<file path="src/rtl/sram_arb_pkg.sv">
// Shared definitions for the SRAM read arbiter.
//   state_t   : arbiter FSM encoding (IDLE=0, ACCESS=1)
//   owner_t   : which requester owns the in-flight read (OWN_D=0, OWN_F=1)
//   STARVE_MAX_DEF : default number of consecutive data grants tolerated
//                    while a fetch request is waiting
package sram_arb_pkg;

  typedef enum logic {
    IDLE   = 1'b0,
    ACCESS = 1'b1
  } state_t;

  typedef enum logic {
    OWN_D = 1'b0,
    OWN_F = 1'b1
  } owner_t;

  localparam int unsigned STARVE_MAX_DEF = 4;

endpackage

</file>
<file path="src/rtl/arb_starve_ctr.sv">
// Saturating starvation counter.
//   clk, reset : clock and synchronous active-low reset
//   inc        : count one more data grant taken while fetch waited
//   clr        : clear (takes priority over inc)
//   count      : current value, never exceeds MAX
//   at_max     : count has reached MAX
module arb_starve_ctr #(
  parameter int unsigned MAX = 4,
  parameter int unsigned W   = $clog2(MAX + 1)
) (
  input  logic         clk,
  input  logic         reset,
  input  logic         inc,
  input  logic         clr,
  output logic [W-1:0] count,
  output logic         at_max
);

  assign at_max = (count == W'(MAX));

  always_ff @(posedge clk) begin
    if (!reset) begin
      count <= '0;
    end else if (clr) begin
      count <= '0;
    end else if (inc && !at_max) begin
      count <= count + 1'b1;
    end
  end

endmodule

</file>
<file path="src/rtl/sram_arbiter.sv">
// Two-port read arbiter in front of a single-ported asynchronous-read SRAM.
// Execute (d) reads have fixed priority over instruction fetch (f), except
// that after STARVE_MAX consecutive d grants with f waiting, f wins once.
//
// Handshake: a request is accepted in a cycle where x_req and x_gnt are both
// high. The requester must hold x_addr stable while x_req is high and must
// drop x_req or present a new address in the cycle after x_gnt. The result
// comes back two cycles after acceptance as a one-cycle x_rvalid pulse with
// the byte on rdata; rdata holds until the next response.
//
// Ports:
//   clk, reset           : clock, synchronous active-low reset
//   f_req/f_addr/f_gnt   : fetch request, address, combinational grant
//   f_rvalid             : fetch response pulse
//   d_req/d_addr/d_gnt   : data request, address, combinational grant
//   d_rvalid             : data response pulse
//   rdata                : shared response byte
//   mem_address/mem_data : registered SRAM address, async SRAM read data
//   busy                 : FSM is in ACCESS (also serves as state debug view)
module sram_arbiter
  import sram_arb_pkg::*;
#(
  parameter int unsigned ADDR_W     = 8,
  parameter int unsigned DATA_W     = 8,
  parameter int unsigned STARVE_MAX = STARVE_MAX_DEF
) (
  input  logic              clk,
  input  logic              reset,
  input  logic              f_req,
  input  logic [ADDR_W-1:0] f_addr,
  output logic              f_gnt,
  output logic              f_rvalid,
  input  logic              d_req,
  input  logic [ADDR_W-1:0] d_addr,
  output logic              d_gnt,
  output logic              d_rvalid,
  output logic [DATA_W-1:0] rdata,
  output logic [ADDR_W-1:0] mem_address,
  input  logic [DATA_W-1:0] mem_data,
  output logic              busy
);

  localparam int unsigned CNT_W = $clog2(STARVE_MAX + 1);

  state_t             state_q, state_d;
  owner_t             owner_q;
  logic [CNT_W-1:0]   starve_cnt;
  logic               starve_at_max;
  logic               f_wins;
  logic               can_accept;

  // f takes the slot when it is alone, or when d has had its fill.
  assign f_wins     = f_req && (!d_req || starve_at_max);
  // Grants are suppressed while reset is asserted.
  assign can_accept = reset && (state_q == IDLE);
  assign f_gnt      = can_accept && f_wins;
  assign d_gnt      = can_accept && d_req && !f_wins;
  assign busy       = (state_q == ACCESS);

  arb_starve_ctr #(
    .MAX (STARVE_MAX),
    .W   (CNT_W)
  ) u_starve_ctr (
    .clk    (clk),
    .reset  (reset),
    .inc    (d_gnt && f_req),
    .clr    (f_gnt || !f_req),
    .count  (starve_cnt),
    .at_max (starve_at_max)
  );

  always_ff @(posedge clk) begin
    if (!reset) begin
      state_q <= IDLE;
    end else begin
      state_q <= state_d;
    end
  end

  always_comb begin
    state_d = state_q;
    case (state_q)
      IDLE:    if (f_gnt || d_gnt) state_d = ACCESS;
      ACCESS:  state_d = IDLE;
      default: state_d = IDLE;
    endcase
  end

  // Address and owner only move on an accept edge, so the SRAM address is
  // never disturbed while idle.
  always_ff @(posedge clk) begin
    if (!reset) begin
      mem_address <= '0;
      owner_q     <= OWN_D;
    end else if (f_gnt) begin
      mem_address <= f_addr;
      owner_q     <= OWN_F;
    end else if (d_gnt) begin
      mem_address <= d_addr;
      owner_q     <= OWN_D;
    end
  end

  always_ff @(posedge clk) begin
    if (!reset) begin
      rdata    <= '0;
      f_rvalid <= 1'b0;
      d_rvalid <= 1'b0;
    end else if (state_q == ACCESS) begin
      rdata    <= mem_data;
      f_rvalid <= (owner_q == OWN_F);
      d_rvalid <= (owner_q == OWN_D);
    end else begin
      f_rvalid <= 1'b0;
      d_rvalid <= 1'b0;
    end
  end

endmodule

</file>
<file path="config.mk">
export PLATFORM = sky130hd
export DESIGN_NAME = sram_arbiter
export DESIGN_NICKNAME = d
export VERILOG_FILES = /design/src/rtl/sram_arb_pkg.sv /design/src/rtl/arb_starve_ctr.sv /design/src/rtl/sram_arbiter.sv
export SDC_FILE = /design/constraint.sdc
export NUM_CORES = 1
export LEC_CHECK = 0
export BUFFER_PORTS_ARGS = -buffer_cell sky130_fd_sc_hd__clkbuf_2
export CAP_MARGIN = 20
export CORE_ASPECT_RATIO = 0.75
export CORE_MARGIN = 5
export CORE_UTILIZATION = 41
export DETAILED_ROUTE_END_ITERATION = 10
export HOLD_SLACK_MARGIN = 0.03
export MAX_ROUTING_LAYER = met4
export PLACE_DENSITY = 0.85
export SLEW_MARGIN = 20
export SYNTH_ARGS = -nofsm -noshare
export SYNTH_HDL_FRONTEND = slang
export SYNTH_SLANG_ARGS = --single-unit
</file>
<file path="constraint.sdc">
create_clock -name clk -period 1.5 [get_ports clk]
set_input_delay 0.075 -clock clk [delete_from_list [all_inputs] [get_ports clk]]
set_output_delay 0.075 -clock clk [all_outputs]
set_load 0.1 [all_outputs]
</file>
### Word level (Yosys, flattened, before mapping)

Index checks and enable logic that the tools add are counted.

* input port bits: 28
* word-level logic and storage cells: 35
* flip-flop bits (word level): 23
* output and inout bits: 21

* equal/unequal tests: 1
* add/sub/neg operators: 1
* multiplexer cells: 6
* reduce and logical (&&, ||, !) cells: 17
* bitwise operators: 3

Operator list (number)
* $mux 8: 2
* $logic_and 1x1->1: 7
* $logic_not 1->1: 4
* $add 3x1->3 const B: 1
* $eq 3x3->1 const B: 1
* $logic_or 1x1->1: 3
* $mux 1: 3
* $not 1->1: 3
* $pmux 1 s2: 1
* $reduce_and 2->1: 1
* $reduce_bool 2->1: 1
* $reduce_or 2->1: 1

### Longest topological paths before layout

Gate-level depths: netlist (run 1).

* word-level depth: 8
* depth in mapped cells: 6
* mapped depth without buffers: 5

### Cells and area by module

Synthesis (run 1) repeated with hierarchy kept, for this count alone.

* cells, all modules: 110
* area total of the unflattened synthesis: 1066.0 µm²

By module, submodules not included
* sram_arbiter: area an instance 878.3 µm², cells each 92, sequential area each 400.4 µm², instances 1
* arb_starve_ctr: area an instance 187.7 µm², cells each 18, sequential area each 60.1 µm², instances 1

### Least setup slack after synthesis (run 1)

No wires, ideal clock.

* kind: reg2out
* start: reg state_q (netlist: busy)
* end: out d_gnt
* arrival: 2.718 ns
* path buffers: 1
* slack: -1.293 ns
* stages on the path, launching flop included: 5
* data required time: 1.425 ns
* cell sequence: dfxtp_1 buf_2 nor2b_1 nand2_1 a31oi_1

* longest elaborated chain between the ends: 4

RTL lines
* start, declared: line sram_arbiter.sv:45 `state_t state_q, state_d;`
* start signal, assigned: line sram_arbiter.sv:76 `state_q <= state_d;`
* $not 1->1: line sram_arbiter.sv:55 `assign can_accept = reset && (state_q == IDLE);`
* $logic_and 1x1->1: line sram_arbiter.sv:55
* $logic_and 1x1->1 (2 in a row): line sram_arbiter.sv:57 `assign d_gnt = can_accept && d_req && !f_wins;`
* end, declared: line sram_arbiter.sv:35 `output logic d_gnt,`

No other way between the ends.

### Worst setup path after layout (run 1)

Same ends and word-level chain as after synthesis.

==> results of run 1 <==
repair_timing:
item                                   4_1_cts  5_1_grt
hold buffers                                 8        1
setup buffers                                8        4
endpoints found under the hold margin        8        1
setup endpoints to repair                    4        9
gates cloned                                 0        0
pin swaps                                    3        2
gates resized for setup                     11        3
per-layer routing:
metal / wire length [um] / part of all wire [%] / GRT usage (%)
met5: 0 / 0 / -
met4: 58 / 1.7 / 8.28
met3: 181 / 5.2 / 4.40
met2: 1930 / 55 / 35.6
met1: 1340 / 38 / 20.0
worst reg2reg max path, delay by kind of cell, from the launching register on:
kind	cells	cell delay [ps]
AO/OA/AOI/OAI	2	460
AND/OR/NAND/NOR	1	340
adder cells (fa/ha/maj)	1	170
flip-flops	1	360
buffers and inverters	1	50
power groups by stage:
| stage | sequential (mW) | combinational, mW | clock (mW) |
|---|---|---|---|
| 6_report | 0.671 | 0.605 | 0.292 |
| 5_1_grt | 0.676 | 0.631 | 0.324 |
| 3_5_place_dp | 0.689 | 0.533 | 0 |
| 2_1_floorplan | 0.930 | 0.188 | 0 |
| 3_3_place_gp | 0.685 | 0.521 | 0 |
| 4_1_cts | 0.672 | 0.585 | 0.297 |
state kept, by name, indices dropped and copies added, names as in the netlist:
signal	cells
u_starve_ctr.count	3
busy	1
d_rvalid	1
rdata	8
f_rvalid	1
mem_address	8
owner_q	1
metrics by stage:
stage / cell area, um^2 / setup WS, ps / instances / power (mW)
after floorplan: 1140 / -31.7 / 112 / 1.12
after global placement: 1410 / 71.2 / 193 / 1.21
after detailed placement: 1410 / -49.0 / 193 / 1.22
after CTS: 1630 / 12.7 / 213 / 1.55
after global routing: 1670 / -49.9 / 218 / 1.63
final: 1670 / 26.0 / 218 / 1.57
synth_stat cells (all sizes together):
cell,n
dfxtp,23
mux2i,8
a21bo,1
buf,7
nor3b,1
clkbuf,2
o21ai,9
a311oi,8
nand4,8
or3,1
inv,3
or2,1
nand2,5
and3,1
nor2b,2
nand2b,1
nor2,10
a21boi,1
a21oi,12
and2,1
a31oi,1
nand3b,4
ha,2
layout make-up:
type                            instances  area [um^2]  share of cell area [%]
Clock buffer                            4         26.3                    1.57
Inverter                                3         11.3                   0.674
Sequential cell                        23          467                    27.9
Multi-Input combinational cell         77          606                    36.3
Tap cell                               36         45.0                    2.70
Timing Repair Buffer                   75          515                    30.9
worst max path at each step:
stage	slack (ps)	to	cells past startpoint	start
final	30	d_gnt	5	busy
after global routing	-50	f_gnt	3	busy
after CTS	10	f_gnt	6	u_starve_ctr.count[1]
after detailed placement	-50	mem_address[3]	5	u_starve_ctr.count[0]
after global placement	70	mem_address[3]	5	u_starve_ctr.count[0]
after floorplan	-30	f_gnt	3	busy
cell families after synthesis:
logic type	count (synthesis)	synth area share (%)
AOI/OAI and AO/OA	32	23.0
muxes	8	7.27
DFF	23	41.8
adders and majority gates	2	2.27
and+or+nand+nor	35	17.7
buffers and inverters	12	7.95
==> impl_metrics.csv, run 1 <==
group,metric,value,unit
outcome,outcome,"finished clean",
route,dr_total_vias,1162,
sta,max_freq,678,MHz
sta,setup_violations,0,
route,wire_per_inst,16.1,um
floorplanning,rows,16,
placed_design,place_congestion,0.871,
clock_network,ctsHtreeMaxLevel,1,
sta,tns,0,ps
route,firstDrtPassIters,4,
cells_and_area,final_nets,213,
pwr,power.internal,931,uW
setup_path,reg2reg_from,"u_starve_ctr.count[0]",
sta,rsz0062_at_grt,"true",
synthesis,yosys-top-cells-area,"dfxtp_1 (42%), a311oi_2 (11%), mux2i_1 (7.3%), a21oi_1 (5.5%), nand4_1 (4.5%)",
setup_path,r2r-end,"u_starve_ctr.count[0]",
global_route,grt-ovfl-total,0,
synthesis,synth.top_cell.area_share,41.8,%
setup_path,crit_chain,"buf_12 > nor2b_4 > nand2_2 > a31oi_4 > buf_12",
hold_path,hold_depth,3,
setup_path,path_class,"flip-flop to output port",
clock_network,cts_buffer_depth,2,
clock_network,clk_pin_slew_worst_paths,130,ps
global_route,grt.total_usage,19.1,%
clock_network,cts.sinks,23,
sta,finalCritPeriodShare,98.3,%
floorplanning,dieHeight,54.9,um
floorplanning,core_area,2580,um^2
cells_and_area,drive_gt1_share,48.9,%
setup_path,slowest_stage,"dfxtp_4",
pwr,seqPwrFrac,42.8,%
floorplanning,die_w,69.8,um
synthesis,synthDistinctLibCells,29,
sta,relSlewSlack,63.1,%
pwr,power_switching,637,uW
global_route,grt_pass1_wl,5.40,mm
pwr,clkPwrFrac,18.6,%
floorplanning,io_pins,49,
setup_path,critPathMaxStageDelay,380,ps
sta,hold_ws,36.1,ps
setup_path,r2r_cells,5,
route,final_antenna_net_count,0,
pwr,p_per_area,939,nW/um^2
sta,worstMarginPinSlew,556,ps
synthesis,syn-cell-area,1100,um^2
clock_network,numCtsBuffers,3,
route,vias_per_cell,5.33,
sta,finalMaxSlewViolations,0,
cells_and_area,antenna_cells,0,
placed_design,port_buffers,48,
floorplanning,die-area,3830,um^2
pwr,pwr-share-comb,38.6,%
setup_path,cp.required,1420,ps
hold_path,hold_path.class,"input pin to flip-flop",
global_route,antenna_found_initial,0,
synthesis,ys.warnings.count,0,
setup_path,cp_top_family,"flip-flops",
setup_path,cp.arrival,1400,ps
sta,finalHoldViolCount,0,
pwr,ir_drop,534,uV
setup_path,cp_max_fo,4,
synthesis,syn-instance-count,112,
placed_design,dp_hpwl,2.40,mm
hold_path,worstHoldStart,"f_addr[1]",
global_route,grt_max_degree,17,
global_route,grt_pass1_vias,1132,
synthesis,synth_top_cell_by_area,"dfxtp_1",
cells_and_area,area_growth,51.7,%
floorplanning,start_util,42.6,%
setup_path,crit_path_start_kind,"flip-flop",
synthesis,ys_seq_area_share,41.8,%
cells_and_area,final_cell_mix,"clkbuf_2 (46), dfxtp_1 (20), buf_4 (15)",
route,first_iter_violations,55,
clock_network,clk_latency,320,ps
synthesis,synth.avg_cell_area,9.83,um^2
sta,finalClockSkew,10.4,ps
hold_path,holdPathEnd,"mem_address[1]",
route,wl,3.51,mm
cells_and_area,nFillCells,185,
setup_path,r2r_slack,50,ps
cells_and_area,final_core_util,64.7,%
setup_path,path_buf_inv,2,
cells_and_area,mostFrequentLayoutCell,"clkbuf_2",
setup_path,cpMostUsedCell,"buf_12",
setup_path,end_kind,"output port",
route,remaining_drc_errors,0,
synthesis,syn-num-nets,142,
clock_network,cts_tree,"built",
pwr,power_leakage,0.733,nW
pwr,p_sw_share,40.6,%
job,cap_violations,0,
synthesis,synth_seq_cells,23,
clock_network,clockRootBuffer,"clkbuf_4",
sta,fin_crit,1470,ps
Power figures use the tool's default switching activity.
==> run 2, diff against run 1 <==
- CORE_ASPECT_RATIO: 0.75 -> default
==> impl_metrics.csv, run 2 (synthesis gave the netlist of run 1 again) <==
group,metric,value,unit
outcome,outcome,"finished clean",
sta,fin_crit,1460,ps
floorplanning,start_util,43.7,%
sta,worstMarginPinSlew,553,ps
pwr,pwr-share-comb,37.7,%
route,vias_per_cell,5.13,
floorplanning,core_area,2520,um^2
pwr,p_sw_share,40.8,%
setup_path,cp_max_fo,3,
route,firstDrtPassIters,4,
route,first_iter_violations,52,
clock_network,clk_pin_slew_worst_paths,130,ps
route,remaining_drc_errors,0,
sta,max_freq,685,MHz
job,cap_violations,0,
setup_path,path_class,"flip-flop to output port",
clock_network,cts.sinks,23,
cells_and_area,stdcell_count,211,
cells_and_area,nFillCells,201,
cells_and_area,antenna_cells,0,
hold_path,hold_path.class,"input pin to flip-flop",
pwr,seqPwrFrac,43.3,%
sta,setup_violations,0,
route,wl,3.14,mm
setup_path,cp.required,1420,ps
cells_and_area,area_growth,49.3,%
floorplanning,die_w,61.8,um
sta,hold_ws,47.8,ps
pwr,p_per_area,945,nW/um^2
pwr,power_switching,634,uW
clock_network,clockRootBuffer,"clkbuf_4",
pwr,ir_drop,697,uV
cells_and_area,final_cell_mix,"clkbuf_2 (46), dfxtp_1 (20), a21oi_1 (12), dlygate4sd3_1 (12), buf_4 (12)",
floorplanning,io_pins,49,
cells_and_area,multi_input_area,598,um^2
sta,finalMaxSlewViolations,0,
setup_path,end_kind,"output port",
floorplanning,die-area,3820,um^2
sta,finalCritPeriodShare,97.3,%
pwr,power.internal,920,uW
route,dr_total_vias,1083,
clock_network,cts_buffer_depth,2,
global_route,antenna_found_initial,0,
sta,relSlewSlack,63.3,%
global_route,grt_pass1_wl,4.97,mm
pwr,power_leakage,0.717,nW
sta,rsz0062_at_grt,"true",
clock_network,ctsHtreeMaxLevel,1,
global_route,grt-ovfl-total,0,
cells_and_area,seq_area,467,um^2
placed_design,port_buffers,48,
pwr,clkPwrFrac,19.0,%
cells_and_area,drive_gt1_share,48.1,%
setup_path,crit_path_start_kind,"flip-flop",
cells_and_area,reg_top3,"mem_address (8), rdata (8), u_starve_ctr.count (3)",
sta,finalHoldViolCount,0,
placed_design,place_congestion,0.859,
route,wire_per_inst,14.9,um
sta,finalClockSkew,3.07,ps
clock_network,cts_tree,"built",
cells_and_area,final_nets,212,
global_route,grt_pass1_vias,1083,
placed_design,placed_cells,187,
clock_network,clk_latency,320,ps
global_route,grt_max_degree,17,
setup_path,cp.arrival,1380,ps
route,final_antenna_net_count,0,
cells_and_area,mostFrequentLayoutCell,"clkbuf_2",
floorplanning,rows,18,
clock_network,numCtsBuffers,3,
placed_design,dp_hpwl,2.17,mm
global_route,grt.total_usage,18.5,%
floorplanning,dieHeight,61.8,um
-- run 2: final timing paths --
kind | from | endpoint | slack (ps) | depth (start not counted)
worst min register to register | owner_q | d_rvalid | 450 | 1
worst max-delay path | u_starve_ctr.count[0] | d_gnt | 40 | 5
worst min-delay path | d_addr[2] | mem_address[2] | 50 | 3
worst max register to register | u_starve_ctr.count[0] | mem_address[3] | 70 | 7
-- run 2: timing repair --
item | 4_1_cts | 5_1_grt
hold endpoints to repair | 9 | 3
setup buffers | 6 | 3
hold buffers | 9 | 3
gates resized for setup | 12 | 4
setup endpoints to repair | 3 | 8
pin swaps | 2 | 2
-- run 2: power by group through the flow --
stage,registers [mW],clock network (mW),logic (mW)
finish,0.672,0.295,0.586
global route,0.678,0.344,0.616
CTS,0.672,0.309,0.579
detailed placement,0.683,0,0.535
global placement,0.682,0,0.524
floorplan,0.930,0,0.188
-- run 2: worst max-delay path: stages (launching register included) --
cell and delay (ps):
dfxtp_2 370, inv_2 50, ha_4 160, buf_6 120, a31oi_4 170, buf_12 190
-- run 2: layout make-up --
type / count / share of cell area [%]
timing repair buffer: 74 / 30.6
sequential: 23 / 28.4
inverter: 3 / 0.685
tap: 30 / 2.28
multi-input combinational: 77 / 36.4
clock inverter: 1 / 0.304
clock buffer: 3 / 1.37
-- run 2: through the flow --
stage | setup TNS, ps | total power [mW] | worst slack, ps | instance area, um^2 | utilization [%]
floorplan | -31.7 | 1.12 | -31.7 | 1140 | -
global placement | 0 | 1.21 | 89.9 | 1410 | 55.8
detailed placement | 0 | 1.22 | 1.99 | 1410 | 55.8
CTS | -3.82 | 1.56 | -3.82 | 1610 | 63.9
global route | -6.38 | 1.64 | -6.35 | 1640 | 65.2
finish | 0 | 1.55 | 40.3 | 1640 | 65.2
-- run 2: per-layer routing --
metal / track usage, % / part of all wire, % / vias up
li1: - / - / 546
met4: 8.18 / 1.7 / 0
met1: 20.5 / 41 / 490
met3: 3.10 / 7.8 / 4
met2: 32.4 / 49 / 43
met5: - / 0 / -
